--- src/rtl/uart_pkg.sv ---
// uart_pkg: shared UART states, parity modes and oversampling ratio
package uart_pkg;
  typedef enum logic [2:0] {IDLE, START, DATA, PAR, STOP} tx_state_t;
  localparam int PAR_NONE = 0;
  localparam int PAR_EVEN = 1;
  localparam int PAR_ODD = 2;
  localparam int OVERSAMPLE = 16;
endpackage

--- src/rtl/uart_tx_if.sv ---
// uart_tx_if: host-side handshake between TX control logic and the transmitter
interface uart_tx_if #(parameter int DBIT = 8);
  logic tx_start;
  logic [DBIT-1:0] din;
  logic busy;
  logic tx_done_tick;
  modport master (output tx_start, din, input busy, tx_done_tick);
  modport slave (input tx_start, din, output busy, tx_done_tick);
endinterface

--- src/rtl/uart_tx.sv ---
// uart_tx: LSB-first serial transmitter with optional parity, paced by a 16x baud tick
module uart_tx
  import uart_pkg::*;
#(
  parameter int DBIT = 8,
  parameter int SB_TICK = 16,
  parameter int PARITY = PAR_NONE
) (
  input  logic clk,
  input  logic reset,
  input  logic s_tick,
  uart_tx_if.slave bus,
  output logic tx
);
  localparam int TW = $clog2(SB_TICK);
  localparam logic ODD = (PARITY == PAR_ODD);
  if (DBIT < 5 || DBIT > 8 || !(SB_TICK == 16 || SB_TICK == 24 || SB_TICK == 32) ||
      PARITY < PAR_NONE || PARITY > PAR_ODD) begin : g_bad_param
    $error("uart_tx: illegal parameter value");
  end
  tx_state_t state_q, state_d;
  logic [TW-1:0] tick_q, tick_d;
  logic [2:0] bit_q, bit_d;
  logic [DBIT-1:0] sh_q, sh_d;
  logic par_q, par_d, tx_q, tx_d, busy_q, busy_d, done_q, done_d;
  logic bit_end;
  assign bit_end = s_tick && tick_q == TW'(OVERSAMPLE - 1);
  always_comb begin
    state_d = state_q;
    tick_d = tick_q;
    bit_d = bit_q;
    sh_d = sh_q;
    par_d = par_q;
    done_d = 1'b0;
    case (state_q)
      IDLE: if (bus.tx_start) begin
        sh_d = bus.din;
        tick_d = '0;
        par_d = 1'b0;
        state_d = START;
      end
      START: if (bit_end) begin
        tick_d = '0;
        bit_d = '0;
        state_d = DATA;
      end else if (s_tick) tick_d = tick_q + TW'(1);
      DATA: if (bit_end) begin
        tick_d = '0;
        sh_d = sh_q >> 1;
        par_d = par_q ^ sh_q[0];
        bit_d = bit_q + 3'd1;
        if (bit_q == 3'(DBIT - 1)) state_d = (PARITY != PAR_NONE) ? PAR : STOP;
      end else if (s_tick) tick_d = tick_q + TW'(1);
      PAR: if (bit_end) begin
        tick_d = '0;
        state_d = STOP;
      end else if (s_tick) tick_d = tick_q + TW'(1);
      STOP: if (s_tick && tick_q == TW'(SB_TICK - 1)) begin
        tick_d = '0;
        done_d = 1'b1;
        state_d = IDLE;
      end else if (s_tick) tick_d = tick_q + TW'(1);
      default: state_d = IDLE;
    endcase
    // Line level follows the next state so tx stays a pure flop output
    tx_d = (state_d == START) ? 1'b0 :
           (state_d == DATA)  ? sh_d[0] :
           (state_d == PAR)   ? par_d ^ ODD : 1'b1;
    busy_d = (state_d != IDLE);
  end
  always_ff @(posedge clk) begin
    if (reset) begin
      state_q <= IDLE;
      tick_q <= '0;
      bit_q <= '0;
      sh_q <= '0;
      par_q <= 1'b0;
      tx_q <= 1'b1;
      busy_q <= 1'b0;
      done_q <= 1'b0;
    end else begin
      state_q <= state_d;
      tick_q <= tick_d;
      bit_q <= bit_d;
      sh_q <= sh_d;
      par_q <= par_d;
      tx_q <= tx_d;
      busy_q <= busy_d;
      done_q <= done_d;
    end
  end
  assign tx = tx_q;
  assign bus.busy = busy_q;
  assign bus.tx_done_tick = done_q;
endmodule

--- src/flat_wrapper.sv ---
// flat-port wrapper written by rule: the top's interface ports become plain ports
module uart_tx_flat import uart_pkg::*;
#(
  parameter int DBIT = 8,
  parameter int SB_TICK = 16,
  parameter int PARITY = PAR_NONE
)
  (clk, reset, s_tick, tx, bus_tx_start, bus_din, bus_busy, bus_tx_done_tick);
  uart_tx_if #(.DBIT(DBIT)) bus_i ();
  input  logic clk;
  input  logic reset;
  input  logic s_tick;
  output logic tx;
  input wire logic [$bits(bus_i.tx_start)-1:0] bus_tx_start;
  input wire logic [$bits(bus_i.din)-1:0] bus_din;
  output wire logic [$bits(bus_i.busy)-1:0] bus_busy;
  output wire logic [$bits(bus_i.tx_done_tick)-1:0] bus_tx_done_tick;
  assign bus_i.tx_start = bus_tx_start;
  assign bus_i.din = bus_din;
  assign bus_busy = bus_i.busy;
  assign bus_tx_done_tick = bus_i.tx_done_tick;
  uart_tx #(.DBIT(DBIT), .SB_TICK(SB_TICK), .PARITY(PARITY)) u_core (.clk(clk), .reset(reset), .s_tick(s_tick), .bus(bus_i), .tx(tx));
endmodule
--- config.mk ---
export PLATFORM = sky130hd
export DESIGN_NAME = uart_tx_flat
export DESIGN_NICKNAME = d
export VERILOG_FILES = /design/src/rtl/uart_pkg.sv /design/src/rtl/uart_tx_if.sv /design/src/rtl/uart_tx.sv /design/src/flat_wrapper.sv
export SDC_FILE = /design/constraint.sdc
export NUM_CORES = 1
export LEC_CHECK = 0
export CORE_MARGIN = 2
export CORE_UTILIZATION = 52
export DETAILED_ROUTE_END_ITERATION = 8
export PLACE_DENSITY = 0.84
export SETUP_SLACK_MARGIN = 0.3
export SYNTH_ARGS = -nofsm -noshare
export SYNTH_HDL_FRONTEND = slang
export SYNTH_SLANG_ARGS = --single-unit
--- constraint.sdc ---
create_clock -name clk -period 2.1 [get_ports clk]
set_input_delay 0.21 -clock clk [delete_from_list [all_inputs] [get_ports clk]]
set_output_delay 0.21 -clock clk [all_outputs]
set_load 0.01 [all_outputs]
# --- After elaboration in Yosys (flattened, before gate mapping) ---
# Index checks and enable logic that the tools add are counted.
# W data, S select, Z words.
classes:
  n_eq_ne: 13
  bitwise_logic: 2
  n_reduce_logical: 11
  n_addsub: 2
  n_mux: 24
ops:
  columns: ["op", "count"]
  rows:
  - ["$mux W3", 8]
  - ["$mux W8", 2]
  - ["$pmux W8 S2", 1]
  - ["$pmux W3 S5", 1]
  - ["$eq A3 B2 Y1 const B", 4]
  - ["$mux W4", 3]
  - ["$reduce_and A3 Y1", 3]
  - ["$pmux W4 S2", 1]
  - ["$eq A3 B1 Y1 const B", 2]
  - ["$eq A3 B3 Y1 const B", 2]
  - ["$mux W1", 6]
  - ["$pmux W3 S2", 1]
  - ["$reduce_bool A2 Y1", 3]
  - ["$add A4 B1 Y4 const B", 1]
  - ["$eq A4 B4 Y1 const B", 1]
  - ["$ne A2 B1 Y1 const B", 2]
  - ["$reduce_or A4 Y1", 1]
  - ["$add A3 B1 Y3 const B", 1]
  - ["$logic_not A3 Y1", 1]
  - ["$ne A3 B1 Y1 const B", 1]
  - ["$reduce_bool A3 Y1", 1]
  - ["$ne A2 B2 Y1 const B", 1]
  - ["$pmux W1 S2", 1]
  - ["$reduce_or A2 Y1", 1]
  - ["3 further kinds", 3]
word_totals:
  word_cells: 61
  input_bits: 12
  reg_bits: 22

# --- Depth between registers and ports, before layout ---
logic_depth:
  ltp_word: 8
  mapped_depth: 7
  ltp_nobuf: 7

# --- Worst setup path after synthesis ---
# Ideal clock, no wire load.
synth_path:
  path_type: "register to register"
  start: "register u_core.tick_q[0]"
  end: "register u_core.tx_q, in the netlist u_core.tx"
  path_stages_with_launch: 8
  t_required_ns: 1.978
  arrival_time_ns: 1.760
  setup_ns: 0.122
  period_less_slack_ns: 1.882
  n_path_buf: 1
  slack_ns: 0.218
  cell_sequence: "dfxtp_1 ha_1 and4_1 and3_4 buf_8 a22o_1 a211o_1 a221o_1"
synth_between:
  elab_chain_cells: 8
  elab_cells_between_ends: 17
  classes_between: "eq/ne (4); mux (12); reduce/logical (1)"
synth_rtl:
  columns: ["element", "line", "text"]
  rows:
  - ["start, declared", "uart_tx.sv:22", "logic [TW-1:0] tick_q, tick_d;"]
  - ["start signal, assigned", "uart_tx.sv:83", "tick_q <= tick_d;"]
  - ["$eq A4 B4 Y1 (*)", "uart_tx.sv:27, uart_tx.sv:58", null]
  - ["$logic_and A1 B1 Y1 (*)", "uart_tx.sv:27, uart_tx.sv:58", null]
  - ["$mux W3, on equally long branches", null, null]
  - ["$pmux W3 S5", "uart_tx.sv:35", "case (state_q)"]
  - ["$eq A3 B2 Y1", "uart_tx.sv:68", "(state_d == PAR) ? par_d ^ ODD : 1'b1;"]
  - ["$mux W1", "uart_tx.sv:68", null]
  - ["$mux W1", "uart_tx.sv:67", "(state_d == DATA) ? sh_d[0] :"]
  - ["$mux W1 (*)", "uart_tx.sv:66", "tx_d = (state_d == START) ? 1'b0 :"]
  - ["end signal, assigned", "uart_tx.sv:87", "tx_q <= tx_d;"]
  - ["end, declared", "uart_tx.sv:25", "logic par_q, par_d, tx_q, tx_d, busy_q, busy_d, done_q, done_d;"]
# Every way passes the cells marked *; elsewhere a longest branch is shown, timed or not. The select of a mux whose other input is x is not followed.
# A chain may end at the register's enable or synchronous reset.

# --- Worst setup path after layout ---
# Same ends and word-level chain as after synthesis.

==> impl.org <==
** STA
- Measured against its own limit, the worst slew margin works out to 0.7170.
- Final-layout setup total negative slack :: 0 ns
- Final setup skew :: 0.006717 ns
- Pins Over Slew Limit :: 0
- Timing-limited maximum frequency :: 526.8 MHz
- At the pin with the least slew margin, the transition time is between 0.4 and 0.5 ns.
- Hold violation total from the final report :: 0
- Final clock period utilization by the worst path :: 0.9040
- Setup repair after global routing could not meet its margin everywhere.
- Setup violations remaining at the end of the flow were counted as 0.
- After layout, the minimum clock period comes to 1.898 ns.

** GRT
- Total global routing overflow :: 0
- Largest net degree at the start of global routing :: 14
- Total routing usage reported by global routing :: 0.2147
- Antenna violations before repair :: 0
- The first global-routing pass estimated approximately 4.1 mm of wire.
- The number of global-route vias before repair is roughly 920.

** Place
- Number of I/O port buffers :: 14
- Instance count after placement with tap cells included :: 161
- Gpl congestion :: approximately 0.80
- Detailed placement ended at an HPWL of between 1.5 and 2 mm.
- Summing all placed instances gives a cell area of around 0.0013 sq mm.

** Setup path
- At the worst endpoint, the required time is 2.30 ns.
- The worst register-to-register path has a depth of 6.
- Launch instance of the worst register-to-register path :: u_core.tick_q[0]
- The endpoint identified for the worst register-to-register timing path is u_core.tx.
- Worst setup slack for register-to-register paths :: approximately 0.20 ns
- Type of destination of the critical path :: flip-flop
- By startpoint and endpoint, the worst setup path is classified as flip-flop to flip-flop.
- WP data arrival :: 2.09 ns
- Worst setup SP type :: flip-flop
- Of all nets on the critical path, the largest fanout is 4.

** Clock tree
- Hold-fix buffer count after cts :: 0
- The clock passes through at most 2 buffers.
- Buffers inserted during clock tree synthesis total 3.
- After clock tree synthesis, the clock-pin slew on the worst setup and hold paths is ~0.12 ns.
- The later pin in the worst-skew pair is clocked with a latency of about 0.30 ns.
- TritonCTS built the clock tree.
- In this run the number of H-tree levels came out at 1.
- Clock tree root buffer cell :: sky130_fd_sc_hd__clkbuf_4
- Clock sink count :: 22

** Floorplan
- The initial utilization of the core area, before any placement, comes to 0.5509.
- Row generation in the floorplan step produced 16 rows.
- DIE WIDTH :: between 40 and 50 um
- During I/O placement, the number of pins put on the boundary was 15.
- Area of the die :: around 0.0024 sq mm
- Core area :: 0.001942 sq mm
- Chip height :: just under 50 um

** Layout
- Final Net Count :: around 160
- After filler insertion, the fill cell instance count of the layout stands at about 150.
- The count of cells in the finished layout, fillers not included, comes to around 170.
- Area Overhead vs Synth :: 27.95%
- Number of antenna repair diodes :: 0
- Of the cells placed in the final design, the portion with a size suffix greater than 1 is 0.2183.
- Total non-filler cell area in the finished layout :: 0.001369 sq mm

** Detailed routing
- The count of nets left with antenna violations once routing finished came out at 0.
- Per-cell routed wire length :: between 10 and 15 um
- The final route contains around 950 vias.
- Number of detailed-route iterations in the first pass :: 4
- In the routed layout, each cell is associated on average with a via count of around 5.6.
- The final layout contains routed wiring with a total length of between 2 and 2.5 mm.
- The detailed router finished its first iteration with 29 violations.
- Remaining design rule violation count :: 0

** Flow run
- Across the run, the number of max-cap violations was 0.

** Worst hold path
- The min-delay analysis places its worst path in the category primary input to flip-flop.
- The startpoint identified for the worst hold timing path is bus_din[7].
- Hold Path Cell Cnt :: 3
- Worst hold endpoint :: u_core.sh_q[7]

** Synth
- Cell area after technology mapping :: between 0.001 and 0.0015 sq mm
- Dividing the synthesized area by the synthesized cell count gives between 8 and 9 sq um.
- Commonest cells in the netlist :: sky130_fd_sc_hd__dfxtp_1, sky130_fd_sc_hd__a21oi_1, sky130_fd_sc_hd__nand2_1, sky130_fd_sc_hd__a22oi_1, sky130_fd_sc_hd__nor2_1
- Synthesized flop and latch total :: 22
- The share of the Yosys chip area taken by registers is 0.4117.
- Count of flip-flops with a built-in enable after synthesis :: 0
- Counting every instance in the synthesized netlist gives 120.
- Yosys instantiated no cell more often than sky130_fd_sc_hd__dfxtp_1.
- The biggest area contributor in the post-synthesis netlist is sky130_fd_sc_hd__dfxtp_1.
- Synth warnings :: 0
- Ys async rst share :: 0
- Main area contributors after synthesis :: sky130_fd_sc_hd__dfxtp_1, sky130_fd_sc_hd__a21oi_1, sky130_fd_sc_hd__a22oi_1
- The share of synthesized area in the top cell type comes to 0.4117.
- The netlist uses 37 different library cells.
- The number of nets in the synthesized netlist is around 140.
- For this run, the leading register cell type out of synthesis is sky130_fd_sc_hd__dfxtp_1.

** Outcome
- Outcome :: finished, final reports clean

** Power and ir drop
- In this run the power density over the cells is ~640 mW/mm^2.
- In this run the static leakage power is just under 0.5 nW.
- The worst-case IR drop observed on VDD is roughly 420 uV.
how the worst max path moves through the flow:
stage                                start        end  slack (ns)
after floorplan           u_core.tick_q[1]  u_core.tx        0.29
after global placement              s_tick  u_core.tx        0.09
after detailed placement            s_tick  u_core.tx       -0.02
after CTS                 u_core.tick_q[0]  u_core.tx        0.21
after global routing       u_core.bit_q[0]  u_core.tx        0.12
final                     u_core.tick_q[0]  u_core.tx        0.20
metrics by stage:
step	hold slack, ns	utilization	worst slack, ns	total power, mW
3_5_place_dp	0.4483	0.6534	-0.01738	0.5596
3_3_place_gp	0.4456	0.6534	0.09398	0.5569
2_1_floorplan	0.3094	-	0.2851	0.5111
6_report	0.4532	0.7049	0.2016	0.8734
5_1_grt	0.4630	0.7049	0.1201	0.9090
4_1_cts	0.4443	0.6888	0.2090	0.8769
layout make-up:
cell class / count / area (sq um) / share of cell area
clock inverter: 1 / 30.03 / 0.02194
clock buffer: 3 / 22.52 / 0.01645
sequential: 22 / 450.4 / 0.3291
timing repair buffer: 25 / 222.7 / 0.1627
inverter: 3 / 11.26 / 0.008227
multi-input combinational: 88 / 598.1 / 0.4369
tap: 27 / 33.78 / 0.02468
metal layers:
| layer | wire [um] | vias up | GRT usage |
|---|---|---|---|
| met5 | 0 | - | 0 |
| met4 | 0 | 0 | 0.05714 |
| met3 | 136 | 0 | 0.03067 |
| met2 | 1148 | 30 | 0.3604 |
| met1 | 1067 | 444 | 0.2863 |
| li1 | - | 478 | - |
sequential cells by signal (all words and copies together), names as in the netlist:
signal and flops:
u_core.tx 1, u_core.bit_q 3, u_core.state_q 3, u_core.sh_q 8, u_core.bus.tx_done_tick 1, u_core.tick_q 4
u_core.bus.busy 1, u_core.par_q 1
timing repair:
item                                    4_1_cts  5_1_grt
pin swaps                                     0        1
gates resized for setup                       1        6
setup buffers                                 2        2
gates cloned                                  0        0
endpoints found under the setup margin        1        1
cell families after synthesis:
logic type	count (synthesis)	share of synthesized area
flops	22	0.4117
fa+ha+maj	3	0.03509
buf+inv	10	0.05029
xor+xnor	2	0.01638
mux	2	0.01988
compound gates	37	0.2246
simple gates	44	0.2421
worst max-delay path: stages, from the launching register on:
cell	delay (ns)
sky130_fd_sc_hd__dfxtp_4	0.38
sky130_fd_sc_hd__ha_4	0.17
sky130_fd_sc_hd__and4_4	0.20
sky130_fd_sc_hd__and3_4	0.20
sky130_fd_sc_hd__a22o_1	0.21
sky130_fd_sc_hd__a211o_1	0.25
sky130_fd_sc_hd__a221o_1	0.39
power breakdown:
part	internal (mW)	switching, mW	total (mW)
combinational	0.0610	0.0497	0.111
clock	0.193	0.126	0.319
sequential	0.431	0.0131	0.444
total	0.685	0.189	0.873
placed cells by master (no fill, tap or decap), types with 3 or more instances in the layout:
master | Yosys | final
sky130_fd_sc_hd__nand2b_1 | 5 | 5
sky130_fd_sc_hd__clkdlybuf4s50_1 | 0 | 14
sky130_fd_sc_hd__nor2_2 | 2 | 3
sky130_fd_sc_hd__nor2_1 | 6 | 5
sky130_fd_sc_hd__nand3_1 | 4 | 4
sky130_fd_sc_hd__buf_4 | 0 | 11
sky130_fd_sc_hd__inv_1 | 3 | 3
sky130_fd_sc_hd__nand2_1 | 13 | 13
sky130_fd_sc_hd__a22oi_1 | 7 | 7
sky130_fd_sc_hd__a21oi_1 | 16 | 16
sky130_fd_sc_hd__nor3_1 | 3 | 3
sky130_fd_sc_hd__o21ai_0 | 3 | 3
sky130_fd_sc_hd__dfxtp_1 | 22 | 18
sky130_fd_sc_hd__clkbuf_4 | 0 | 3
No activity file was read; power rests on OpenSTA's default activity.
